File: src/rtl/snn_spike_decoder.sv
// Spike-count classifier: accumulates output-layer spikes over a timestep window, then scans for the argmax neuron.
// Define SNN_SPIKE_DECODER_READOUT_EN to add the readout_sel/readout_count debug ports.
module snn_spike_decoder #(
  parameter int  NEURONS     = 8,
  parameter int  COUNT_BITS  = 8,
  parameter int  WINDOW_BITS = 8,
  localparam int IDX_W       = (NEURONS > 1) ? $clog2(NEURONS) : 1
) (
  input  logic                   clk,
  input  logic                   reset,
  input  logic                   start,
  input  logic [WINDOW_BITS-1:0] window_len,
  input  logic                   step,
  input  logic [NEURONS-1:0]     spikes,
  output logic                   busy,
  output logic                   result_valid,
  input  logic                   result_ready,
  output logic [IDX_W-1:0]       class_idx,
  output logic [COUNT_BITS-1:0]  class_count,
  output logic                   no_spike
`ifdef SNN_SPIKE_DECODER_READOUT_EN
  ,
  input  logic [IDX_W-1:0]       readout_sel,
  output logic [COUNT_BITS-1:0]  readout_count
`endif
);

  typedef enum logic [1:0] {IDLE, ACCUM, ARGMAX, DONE} state_t;

  localparam logic [WINDOW_BITS:0]  STEP_ONE  = {{WINDOW_BITS{1'b0}}, 1'b1};
  localparam logic [IDX_W-1:0]      IDX_ONE   = {{(IDX_W-1){1'b0}}, 1'b1};
  localparam logic [IDX_W-1:0]      IDX_LAST  = IDX_W'(NEURONS - 1);
  localparam logic [COUNT_BITS-1:0] COUNT_ONE = {{(COUNT_BITS-1){1'b0}}, 1'b1};

  state_t                             state_reg, state_next;
  logic [WINDOW_BITS:0]               target_reg;
  logic [WINDOW_BITS:0]               step_cnt_reg;
  logic [IDX_W-1:0]                   scan_reg;
  logic [NEURONS-1:0][COUNT_BITS-1:0] count_reg;
  logic [NEURONS-1:0][COUNT_BITS-1:0] count_next;
  logic [IDX_W-1:0]                   best_idx_reg;
  logic [COUNT_BITS-1:0]              best_count_reg;
  logic                               no_spike_reg;

  logic                  accept_start;
  logic                  take_step;
  logic                  last_step;
  logic                  last_scan;
  logic                  scan_better;
  logic [COUNT_BITS-1:0] scan_count;

  assign accept_start = (state_reg == IDLE) && start;
  assign take_step    = (state_reg == ACCUM) && step;
  assign last_step    = take_step && ((step_cnt_reg + STEP_ONE) == target_reg);
  assign last_scan    = (state_reg == ARGMAX) && (scan_reg == IDX_LAST);
  assign scan_count   = count_reg[scan_reg];
  // Strict compare keeps the earliest index on ties.
  assign scan_better  = scan_count > best_count_reg;

  genvar gi;
  generate
    for (gi = 0; gi < NEURONS; gi++) begin : g_count
      assign count_next[gi] = (spikes[gi] && (count_reg[gi] != '1))
                              ? count_reg[gi] + COUNT_ONE
                              : count_reg[gi];
    end
  endgenerate

  always_ff @(posedge clk) begin
    if (reset) begin
      state_reg <= IDLE;
    end else begin
      state_reg <= state_next;
    end
  end

  always_comb begin
    state_next = state_reg;
    unique case (state_reg)
      IDLE:    if (start)        state_next = ACCUM;
      ACCUM:   if (last_step)    state_next = ARGMAX;
      ARGMAX:  if (last_scan)    state_next = DONE;
      DONE:    if (result_ready) state_next = IDLE;
      default:                   state_next = IDLE;
    endcase
  end

  always_ff @(posedge clk) begin
    if (reset) begin
      count_reg      <= '0;
      step_cnt_reg   <= '0;
      target_reg     <= '0;
      scan_reg       <= '0;
      best_idx_reg   <= '0;
      best_count_reg <= '0;
      no_spike_reg   <= 1'b0;
    end else begin
      if (accept_start) begin
        count_reg      <= '0;
        step_cnt_reg   <= '0;
        // A zero length encodes the full 2^WINDOW_BITS window via the extra MSB.
        target_reg     <= {(window_len == '0), window_len};
        scan_reg       <= '0;
        best_idx_reg   <= '0;
        best_count_reg <= '0;
        no_spike_reg   <= 1'b0;
      end
      if (take_step) begin
        count_reg    <= count_next;
        step_cnt_reg <= step_cnt_reg + STEP_ONE;
      end
      if (state_reg == ARGMAX) begin
        scan_reg <= last_scan ? '0 : scan_reg + IDX_ONE;
        if (scan_better) begin
          best_idx_reg   <= scan_reg;
          best_count_reg <= scan_count;
        end
        if (last_scan) begin
          no_spike_reg <= !scan_better && (best_count_reg == '0);
        end
      end
    end
  end

  assign busy         = (state_reg != IDLE);
  assign result_valid = (state_reg == DONE);
  assign class_idx    = best_idx_reg;
  assign class_count  = best_count_reg;
  assign no_spike     = no_spike_reg;

`ifdef SNN_SPIKE_DECODER_READOUT_EN
  always_comb begin
    readout_count = '0;
    if (int'(readout_sel) < NEURONS) begin
      readout_count = count_reg[readout_sel];
    end
  end
`endif

endmodule

File: config.mk
export PLATFORM = sky130hd
export DESIGN_NAME = snn_spike_decoder
export DESIGN_NICKNAME = d
export VERILOG_FILES = /design/src/rtl/snn_spike_decoder.sv
export SDC_FILE = /design/constraint.sdc
export NUM_CORES = 1
export LEC_CHECK = 0
export BUFFER_PORTS_ARGS = -buffer_cell sky130_fd_sc_hd__buf_4
export CAP_MARGIN = 10
export CORE_ASPECT_RATIO = 0.8
export CORE_MARGIN = 8
export CORE_UTILIZATION = 40
export DETAILED_ROUTE_END_ITERATION = 8
export GPL_TIMING_DRIVEN = 0
export REMOVE_ABC_BUFFERS = 1
export SYNTH_ARGS = -nofsm -noshare
export SYNTH_HDL_FRONTEND = slang
export SYNTH_SLANG_ARGS = --single-unit
export TNS_END_PERCENT = 10
File: constraint.sdc
create_clock -name clk -period 7.2 [get_ports clk]
set_clock_uncertainty 0.05 [all_clocks]
set_input_delay 1.44 -clock clk [delete_from_list [all_inputs] [get_ports clk]]
set_output_delay 1.44 -clock clk [all_outputs]
set_load 0.005 [all_outputs]
# Word level (Yosys, flattened, before mapping)
# Index checks and enable logic that the tools add are counted.
# classes
add_sub_neg	10
mul	0
div	0
magnitude_cmp	2
eq_ne	25
shifts	0
mux	31
n_bitwise	0
n_reduce_logical	29
# ops
op	count
$mux 64	2
$mux 8	12
$add 8x1->8 const B	8
$ne 8x8->1 const B	8
$bmux 8 s3	1
$mux 3	6
$mux 9	2
$ne 2x1->1 const B	9
$logic_not 8->1	2
$reduce_and 2->1	8
$logic_and 1x1->1	13
$add 9x1->9 const B	1
$eq 9x9->1	1
$gt 8x8->1	1
$mux 2	4
$pmux 2 s4	1
$ne 2x2->1 const B	3
$reduce_bool 2->1	3
$eq 2x2->1 const B	2
$lt 3x4->1 const B	1
$reduce_and 4->1	1
$add 3x1->3 const B	1
$eq 3x3->1 const B	1
$mux 1	3
other kinds (3)	3
# word_totals
ff_bits	99
latchBits	0
mem_bits_rw	0
rom_bits	0
in_bits	21
output_inout_bits	14
wordCells	112
mem_count	0

# Longest topological paths before layout
# Gate-level depths: netlist (run 1).
# logic_depth
depth_word	7
depth_mapped	12
depth_no_buf	9

# Worst setup path after synthesis (run 1)
# No wires, ideal clock.
# synth_path
kind	flip-flop to flip-flop
from	register scan_reg[0]
to	register best_count_reg[1], in the netlist class_count[1]
setup_time_ps	70
arrival_time_ps	2896
required_time_ps	7080
slack_ps	4184
stages_incl_launch_ff	13
n_path_buf	3
synth_period_minus_slack_ps	3016
path_cell_list	dfxtp_1 -> buf_4 -> buf_4 -> mux4_2 -> mux2_2 -> ha_1 -> a21o_1 -> a21o_1 -> a21o_1 -> nand3_1 -> clkbuf_1 -> nand4_1 -> a21oi_1
# synth_via
elab_chain_len	5
# synth_rtl
element	line	rtl
start: declaration	38	logic [IDX_W-1:0] scan_reg;
start signal: assignment	113	scan_reg <= last_scan ? '0 : scan_reg + IDX_ONE;
$bmux 8 s3 (*)	56	assign scan_count = count_reg[scan_reg];
$mux 8 (implied by the code) (*)	56	
$gt 8x8->1	58	assign scan_better = scan_count > best_count_reg;
$mux 8 (*)	114	if (scan_better) begin
$mux 8 (*)	112	if (state_reg == ARGMAX) begin
end signal: assignment	116	best_count_reg <= scan_count;
end: declaration	42	logic [COUNT_BITS-1:0] best_count_reg;
# Every way passes the cells marked *; elsewhere a longest branch is shown, timed or not. The select of a mux whose other input is x is not followed.
# A chain may end at the register's enable or synchronous reset.

# Worst setup path in the final report (run 1)
# layout_path
from	register scan_reg[0]
to	register best_count_reg[6], in the netlist class_count[6]
# The elaborated chain is that of the path after synthesis.

==> results by group, run 1 <==
Outcome
  – Status: finished, final reports clean

Synth
  – Post-synthesis sequential area ratio: 36.0%
  – Async set-reset flop share out of synthesis: 0%
  – Post-Syn Area: 5510 µm²
  – Netlist cell types: 61
  – Number of synthesized flops with an enable pin: 0
  – Yosys warns: 0
  – Mean Syn Cell Area: 8.57 µm²
  – Synth Instances: 643
  – Top_reg_cell synth: dfxtp_1
  – Flops & latches, synth: 99

Placed design
  – PortBufs: 34
  – Routability congestion estimate: 0.836
  – Post-detailed-placement half-perimeter wirelength: 9.93 mm

STA
  – Final hold vios: 0
  – TNS Setup: 0 ps
  – Worst slew margin: 38.2%
  – RSZ-0062 raised after global routing: false
  – Slew Viols, Final: 0
  – Fin crit share: 51.6%
  – # setup viols final: 0
  – Worst slew pin tran: 927 ps
  – Min Tclk post-route: 3720 ps
  – Max Clk Rate: 0.269 GHz

Setup path
  – Worst path max stage delay: 720 ps
  – Worst setup EP type: flip-flop
  – Worst path slowest cell: o2111ai_1
  – Critical path launch point type: flip-flop
  – CP cell instances: buf_16 > mux4_2 > mux2_2 > ha_1 > nor2b_1 > o21a_1 > o21a_1 > o2111ai_1 > nand4_1 > a21oi_1
  – Most used cell, CP: o21a_1
  – Critical path data arrival time: 3940 ps
  – Crit path kind: reg2reg
  – CP Max Fanout: 15
  – R2r worst-path depth: 10
  – Crit path required time: 7420 ps

CTS
  – Clock latency on the worst-skew pair: 350 ps
  – CTS Sinks: 99
  – Cts repair resizes: 0
  – # Post-CTS Setup Buffers: 0
  – Max Buffers Root-to-Sink: 2
  – CTS tree: yes
  – CTS Buf Count: 9
  – CTS root buffer: clkbuf_16
  – H-tree levels: 3
  – Hold_buf cts: 0
  – Reg clk slew, reported paths: 70 ps

Cells and area
  – Final core occ: 45.9%
  – Most common cell after layout, fill and taps aside: dfxtp_1
  – Most frequent cells in the layout: 99 x dfxtp_1, 86 x nor2_1, 62 x nand2_1, 62 x a21oi_1, 38 x o21ai_0
  – Fillers: 1318
  – Synth-to-layout area growth: 12.5%
  – Max reg flops: 64
  – Layout cells sized above 1: 12.8%
  – N_diodes: 0
  – NumNets Final: 706

Pwr
  – PD cells: 231 nW/µm²
  – Static leakage: 2.24 nW
  – VDD IR max: 0.000176 V

GRT
  – GRT Residual Overflow: 0
  – Number of global-route vias before repair: 4444
  – Largest net degree at the start of global routing: 71
  – GRT Util Overall: 16.1%
  – Initial antenna violation count: 0
  – First-pass GRT wire length: 23.0 mm

Floorplan
  – I/O Pins: 35
  – Core area: 13500 µm²
  – Rows: 38
  – Die ar.: 17800 µm²
  – Die width: 147 µm
  – Initial Utilization: 40.8%
  – Die Y: 121 µm

Drt
  – Number of vias per cell: 5.67
  – Remaining DRCs: 0
  – DRT iter0 DRCs: 378
  – Via count: 4795
  – WL final: 14.1 mm
  – Antenna viol nets, final: 0
  – DR pass1 iterations: 5
  – Routed len/inst: 16.6 µm

Hold path
  – Min-Delay Path Depth: 2
  – Hold Path Class: reg2reg

Job
  – Max-Cap Viols: 0
==> where the power goes <==
group          switching [mW]  internal (mW)
Sequential             0.0272          0.569
Combinational           0.218          0.123
Clock                   0.208          0.286
==> metal layers <==
metal | vias up | wire [µm] | track usage, %
met3 | 20 | 900 | 5.11
li1 | 2384 | - | -
met4 | 0 | 257 | 4.96
met2 | 119 | 6140 | 24.3
met1 | 2272 | 6770 | 21.6
met5 | - | 0 | 0
==> cells in the mapped netlist, types with 5 or more instances <==
library cell   n  share of area (%)
xnor2_1       15                2.4
clkbuf_1      18                1.2
nor2_1        86                5.9
inv_1         10               0.68
nor3_1         8               0.73
nand4_1       28                3.2
o21ai_0       38                3.4
or3_1          7               0.79
dfxtp_1       99                 36
nand3b_1       6               0.82
xor2_1        24                3.8
buf_2          5               0.45
nand3_1       32                2.9
and3_1        13                1.5
ha_1          24                5.4
nand2_1       62                4.2
mux2i_1        5               0.91
a21o_1         5               0.68
nor4_1         6               0.68
mux4_2        16                6.5
a21oi_1       62                5.6
mux2_2         8                1.6
==> layout make-up <==
class | instances | area (µm²) | share of cell area (%)
well taps | 180 | 225 | 3.63
repair buffers | 36 | 310 | 5.01
multi-input cells | 504 | 3350 | 54.0
clock buffers | 13 | 260 | 4.20
flip-flops and latches | 99 | 1980 | 32.0
clock inverters | 2 | 35.0 | 0.565
inverters | 11 | 41.3 | 0.666
==> final timing paths <==
| check | from | endpoint | slack (ps) |
|---|---|---|---|
| setup reg to reg | scan_reg[0]$_SDFFE_PP0P_ | class_count[6]$_SDFF_PP0_ | 3480 |
| hold / removal | target_reg[8]$_SDFFE_PP0P_ | target_reg[8]$_SDFFE_PP0P_ | 420 |
| setup / recovery | scan_reg[0]$_SDFFE_PP0P_ | class_count[6]$_SDFF_PP0_ | 3480 |
| hold reg to reg | target_reg[8]$_SDFFE_PP0P_ | target_reg[8]$_SDFFE_PP0P_ | 420 |
==> critical path: cells and delay by family (launching register included) <==
family / cells / cell delay (ps)
AND/OR/NAND/NOR: 2 / 300
buffers and inverters: 1 / 220
AO/OA/AOI/OAI: 4 / 1310
adder cells (fa/ha/maj): 1 / 300
flip-flops: 1 / 590
multiplexers: 2 / 840
==> stage by stage <==
stage                     setup WS [ps]  instances  cell area (µm²)  hold WS (ps)  power (mW)
final                              3480        845             6200           425        1.43
after CTS                          3040        844             6170           424        1.44
after global placement             3080        828             5850           412       0.923
after detailed placement           3070        829             5880           415       0.943
after floorplan                    3740        614             5370           392       0.821
after global routing               3250        845             6200           443        1.51
==> kinds of logic (layout without fill, tap and decap cells) <==
kind of cell	count (synthesis)	in the layout	synth area share, %
adders and majority gates	24	24	5.45
DFF	99	99	36.0
xor gates and xnor gates	39	39	6.20
buffers and inverters	40	62	3.36
muxes	29	29	9.08
AOI/OAI and AO/OA	140	140	15.8
and+or+nand+nor	272	272	24.2
(Power assumes the default switching activity.)
==> run 2: changes to the inputs <==
clock period = 3.25 ns   (was 7.2 ns; I/O delays follow)
==> results by group, run 2 (same netlist as run 1, synthesis figures left out) <==
Drt
  – DRT iter0 DRCs: 400 (was 378)
  – Remaining DRCs: 0 (unchanged)
  – Routed len/inst: 16.8 µm (was 16.6 µm)
  – Antenna viol nets, final: 0 (unchanged)
  – Number of vias per cell: 5.70 (was 5.67)
  – WL final: 14.3 mm (was 14.1 mm)
  – Via count: 4831 (was 4795)
  – DR pass1 iterations: 5 (unchanged)

Setup path
  – Worst setup EP type: flip-flop (unchanged)
  – Worst path max stage delay: 540 ps (was 720 ps)
  – Most used cell, CP: o21a_1 (unchanged)
  – Delay-heaviest family, CP: compound AO/OA/AOI/OAI gates (unchanged)
  – Worst path slowest cell: mux4_2 (was o2111ai_1)
  – Critical path launch point type: flip-flop (unchanged)
  – CP Max Fanout: 11 (was 15)
  – Buf+Inv Stages, Crit Path: 0 (was 1)
  – Crit path required time: 3400 ps (was 7420 ps)
  – CP cell instances: mux4_2 > mux2_2 > ha_1 > nor2b_1 > o21a_1 > o21a_1 > o2111a_1 > o21ai_0 > a21oi_1 (was buf_16 > mux4_2 > mux2_2 > ha_1 > nor2b_1 > o21a_1 > o21a_1 > o2111ai_1 > nand4_1 > a21oi_1)
  – Crit path kind: reg2reg (unchanged)
  – Critical path data arrival time: 3270 ps (was 3940 ps)
  – Reg-to-reg slack, setup: 130 ps (was 3480 ps)

Pwr
  – Static leakage: 2.25 nW (was 2.24 nW)
  – Total power: 3.19 mW (was 1.43 mW)
  – VDD IR max: 0.000395 V (was 0.000176 V)
  – PD cells: 512 nW/µm² (was 231 nW/µm²)

STA
  – Max Clk Rate: 0.321 GHz (was 0.269 GHz)
  – Worst slew margin: 36.9% (was 38.2%)
  – Final hold vios: 0 (unchanged)
  – Min Tclk post-route: 3120 ps (was 3720 ps)
  – Slew Viols, Final: 0 (unchanged)
  – # setup viols final: 0 (unchanged)
  – Fin Hold WS: 425 ps (about the same)
  – Worst slew pin tran: 946 ps (was 927 ps)
  – Fin crit share: 96.0% (was 51.6%)
  – RSZ-0062 raised after global routing: false (unchanged)
  – TNS Setup: 0 ps (unchanged)
  – Final WS setup: 131 ps (was 3480 ps)

Cells and area
  – Most frequent cells in the layout: 97 x dfxtp_1, 86 x nor2_1, 62 x nand2_1, 62 x a21oi_1, 38 x o21ai_0 (was 99 x dfxtp_1, 86 x nor2_1, 62 x nand2_1, 62 x a21oi_1, 38 x o21ai_0)
  – Final core occ: 46.2% (was 45.9%)
  – Fin area: 6230 µm² (was 6200 µm²)
  – Fillers: 1317 (was 1318)
  – Layout cells sized above 1: 13.6% (was 12.8%)
  – Post-Layout Cell Count: 848 (was 845)
  – N_diodes: 0 (unchanged)
  – Max reg flops: 64 (unchanged)
  – Synth-to-layout area growth: 13.1% (was 12.5%)
  – Most common cell after layout, fill and taps aside: dfxtp_1 (unchanged)
  – NumNets Final: 709 (was 706)

CTS
  – Hold_buf cts: 0 (unchanged)
  – Max Buffers Root-to-Sink: 2 (unchanged)
  – CTS root buffer: clkbuf_16 (unchanged)
  – H-tree levels: 3 (unchanged)
  – Clock latency on the worst-skew pair: 350 ps (about the same)
  – CTS tree: yes (unchanged)
  – CTS Buf Count: 9 (unchanged)
  – CTS Sinks: 99 (unchanged)
  – Reg clk slew, reported paths: 60 ps (was 70 ps)

GRT
  – First-pass GRT wire length: 23.0 mm (unchanged)
  – GRT Util Overall: 16.1% (unchanged)
  – Initial antenna violation count: 0 (unchanged)
  – Largest net degree at the start of global routing: 71 (unchanged)
  – GRT Residual Overflow: 0 (unchanged)
  – Number of global-route vias before repair: 4444 (unchanged)

Floorplan
  – Die ar.: 17800 µm² (unchanged)
  – Die Y: 121 µm (unchanged)
  – Die width: 147 µm (unchanged)
  – I/O Pins: 35 (unchanged)
  – Core area: 13500 µm² (unchanged)
  – Initial Utilization: 40.8% (unchanged)
  – Rows: 38 (unchanged)

Placed design
  – Worst Setup Slack post-DPL: -885 ps (was 3070 ps)
  – Post-detailed-placement half-perimeter wirelength: 9.93 mm (unchanged)
  – Routability congestion estimate: 0.836 (unchanged)
  – DP Area: 5880 µm² (unchanged)
  – PortBufs: 34 (unchanged)
  – DP Cell Count: 829 (unchanged)

Outcome
  – Status: finished, final reports clean (unchanged)

Hold path
  – Hold Path Class: reg2reg (unchanged)

Job
  – Max-Cap Viols: 0 (unchanged)
## run 2: worst paths after layout
path	startpoint	endpoint	cells past startpoint
max reg2reg	scan_reg[0]$_SDFFE_PP0P_	class_idx[2]$_SDFF_PP0_	9
min	target_reg[8]$_SDFFE_PP0P_	target_reg[8]$_SDFFE_PP0P_	2
max	scan_reg[0]$_SDFFE_PP0P_	class_idx[2]$_SDFF_PP0_	9
min reg2reg	target_reg[8]$_SDFFE_PP0P_	target_reg[8]$_SDFFE_PP0P_	2
## run 2: worst register-to-register path, delay by kind of cell (launching register included)
kind	cells	cell delay (ps)
and+or+nand+nor	1	140
AOI/OAI and AO/OA	5	1150
muxes	2	870
adders and majority gates	1	310
DFF	1	470
## run 2: area by class of cell
| class | instances | area (µm²) | area share [%] |
|---|---|---|---|
| multi-input cells | 504 | 3360 | 53.9 |
| clock buffers | 13 | 260 | 4.17 |
| clock inverters | 2 | 35.0 | 0.562 |
| flip-flops and latches | 99 | 1990 | 31.9 |
| inverters | 11 | 41.3 | 0.662 |
| well taps | 180 | 225 | 3.61 |
| repair buffers | 39 | 320 | 5.14 |
## run 2: report_power, final
group	total (mW)	switching, mW	leakage, nW	internal (mW)
sequential	1.33	0.0667	0.801	1.26
combinational	0.769	0.492	1.31	0.277
clock	1.10	0.461	0.146	0.634
total	3.19	1.02	2.25	2.17
## run 2: routing by layer
metal	GRT usage, %	up-vias	wire length, µm
li1	-	2385	-
met4	4.96	0	261
met2	24.3	123	6180
met1	21.6	2300	6930
met5	0	-	0
met3	5.11	23	874
## run 2: repair_timing
item	CTS	global route
gates resized for setup	4	2
pin swaps	0	0
buffers inserted	0	4
endpoints found under the setup margin	14	11
==> run 3: changes to the inputs <==
RECOVER_POWER = 25   (was unset)
==> results by group, run 3 (same netlist as run 1, synthesis figures left out) <==
Outcome
  – Status: finished, final reports clean (unchanged)

Pwr
  – Static leakage: 2.24 nW (was 2.25 nW)
  – Pint: 2.17 mW (about the same)
  – Sw power: 1.02 mW (about the same)
  – Logic pwr share: 24.0% (was 24.1%)
  – Clock share of power: 34.3% (about the same)
  – Flop pwr share: 41.6% (about the same)
  – VDD IR max: 0.000394 V (was 0.000395 V)
  – PD cells: 512 nW/µm² (about the same)
  – Sw Ratio: 31.9% (about the same)

Drt
  – Met2 wire length: 6.17 mm (was 6.18 mm)
  – Remaining DRCs: 0 (unchanged)
  – Number of vias per cell: 5.69 (was 5.70)
  – DR pass1 iterations: 5 (unchanged)
  – Routed len/inst: 16.8 µm (about the same)
  – Highest routed layer: met4 (unchanged)
  – Routed met1 length: 6.97 mm (was 6.93 mm)
  – Via count: 4828 (was 4831)
  – DRT iter0 DRCs: 400 (unchanged)
  – WL final: 14.3 mm (about the same)
  – Antenna viol nets, final: 0 (unchanged)
  – Met3 wire length: 847 µm (was 874 µm)

Cells and area
  – Post-Layout Cell Count: 848 (unchanged)
  – Most frequent cells in the layout: 97 x dfxtp_1, 86 x nor2_1, 62 x nand2_1, 62 x a21oi_1, 38 x o21ai_0 (unchanged)
  – NumNets Final: 709 (unchanged)
  – Synth-to-layout area growth: 13.0% (was 13.1%)
  – Most common cell after layout, fill and taps aside: dfxtp_1 (unchanged)
  – Layout cells sized above 1: 13.2% (was 13.6%)
  – N_diodes: 0 (unchanged)
  – Fin area: 6230 µm² (about the same)
  – Max reg flops: 64 (unchanged)

Setup path
  – Critical path launch point type: flip-flop (unchanged)
  – Crit path kind: reg2reg (unchanged)
  – Crit path required time: 3400 ps (about the same)
  – Reg-to-reg slack, setup: 130 ps (about the same)
  – CP Max Fanout: 11 (unchanged)
  – Critical path data arrival time: 3270 ps (about the same)
  – Worst setup EP type: flip-flop (unchanged)

CTS
  – CTS tree: yes (unchanged)
  – CTS Buf Count: 9 (unchanged)
  – Max Buffers Root-to-Sink: 2 (unchanged)
  – CTS Sinks: 99 (unchanged)
  – Reg clk slew, reported paths: 60 ps (about the same)
  – Hold_buf cts: 0 (unchanged)
  – H-tree levels: 3 (unchanged)
  – Clock latency on the worst-skew pair: 350 ps (about the same)
  – CTS root buffer: clkbuf_16 (unchanged)

Placed design
  – Routability congestion estimate: 0.836 (unchanged)
  – Post-detailed-placement half-perimeter wirelength: 9.93 mm (unchanged)
  – DP Cell Count: 829 (unchanged)
  – DP Area: 5880 µm² (unchanged)
  – PortBufs: 34 (unchanged)

GRT
  – Largest net degree at the start of global routing: 71 (unchanged)
  – GRT Residual Overflow: 0 (unchanged)
  – Initial antenna violation count: 0 (unchanged)
  – GRT Util Overall: 16.1% (unchanged)
  – First-pass GRT wire length: 23.0 mm (unchanged)
  – Number of global-route vias before repair: 4444 (unchanged)

Floorplan
  – Die width: 147 µm (unchanged)
  – Initial Utilization: 40.8% (unchanged)
  – Rows: 38 (unchanged)
  – Core area: 13500 µm² (unchanged)
  – Die ar.: 17800 µm² (unchanged)
  – Die Y: 121 µm (unchanged)
  – I/O Pins: 35 (unchanged)

STA
  – Worst slew pin tran: 945 ps (was 946 ps)
  – RSZ-0062 raised after global routing: false (unchanged)
  – Slew Viols, Final: 0 (unchanged)
  – Max Clk Rate: 0.321 GHz (about the same)
  – Fin crit share: 95.9% (was 96.0%)
  – TNS Setup: 0 ps (unchanged)
  – # setup viols final: 0 (unchanged)
  – Fin Hold WS: 425 ps (about the same)
  – Worst slew margin: 37.0% (was 36.9%)
  – Min Tclk post-route: 3120 ps (about the same)
  – Final hold vios: 0 (unchanged)

Job
  – Max-Cap Viols: 0 (unchanged)

Hold path
  – Hold Path Class: reg2reg (unchanged)
run 3: changes by cell type in the layout (fill, tap and decap cells not counted), sizes merged:
cell and delta:
buf -12, clkbuf +12
run 3: worst paths after layout:
check             depth (start not counted)                      end                     start
setup / recovery                          9  class_idx[1]$_SDFF_PP0_  scan_reg[0]$_SDFFE_PP0P_
setup reg to reg                          9  class_idx[1]$_SDFF_PP0_  scan_reg[0]$_SDFFE_PP0P_
hold reg to reg                           2  class_idx[0]$_SDFF_PP0_   class_idx[0]$_SDFF_PP0_
hold / removal                            2  class_idx[0]$_SDFF_PP0_   class_idx[0]$_SDFF_PP0_
run 3: cell type report:
| cell class | instances | area (µm²) |
|---|---|---|
| multi-input combinational | 504 | 3360 |
| timing repair buffer | 39 | 313 |
| clock buffer | 13 | 260 |
| clock inverter | 2 | 35.0 |
| sequential | 99 | 1990 |
| tap | 180 | 225 |
| inverter | 11 | 41.3 |
| fill | 1318 | 7280 |
run 3: metrics by stage:
| stage | setup WS (ps) | util (%) | power (mW) |
|---|---|---|---|
| 3_3_place_gp | -796 | 43.3 | 2.04 |
| 3_5_place_dp | -885 | 43.5 | 2.09 |
| 2_1_floorplan | -208 | - | 1.82 |
| 5_1_grt | 21.1 | 46.1 | 3.37 |
| 4_1_cts | 5.96 | 45.8 | 3.19 |
| 6_report | 133 | 46.1 | 3.19 |
run 3: routing by layer:
layer	vias to the layer above	GRT usage (%)
li1	2383	-
met4	0	4.96
met1	2301	21.6
met2	121	24.3
met5	-	0
met3	23	5.11
run 3: timing repair:
action | 4_1_cts | 5_1_grt
setup buffers | 0 | 4
setup endpoints to repair | 14 | 11
pin swaps | 0 | 0
resized for setup | 4 | 2
run 3: power by group through the flow:
stage               Sequential [mW]  Combinational, mW  Clock, mW
floorplan                      1.35              0.472          0
global placement               1.37              0.676          0
detailed placement             1.37              0.718          0
CTS                            1.35              0.721       1.13
global route                   1.34              0.852       1.18
finish                         1.33              0.766       1.09
run 3: critical path, stage by stage (launching register included):
cell and delay [ps]:
dfxtp_4 470, mux4_2 540, mux2_2 320, ha_1 300, nor2b_1 140, o21a_1 170
o21a_1 220, o2111a_1 380, o21ai_0 280, a21oi_1 100
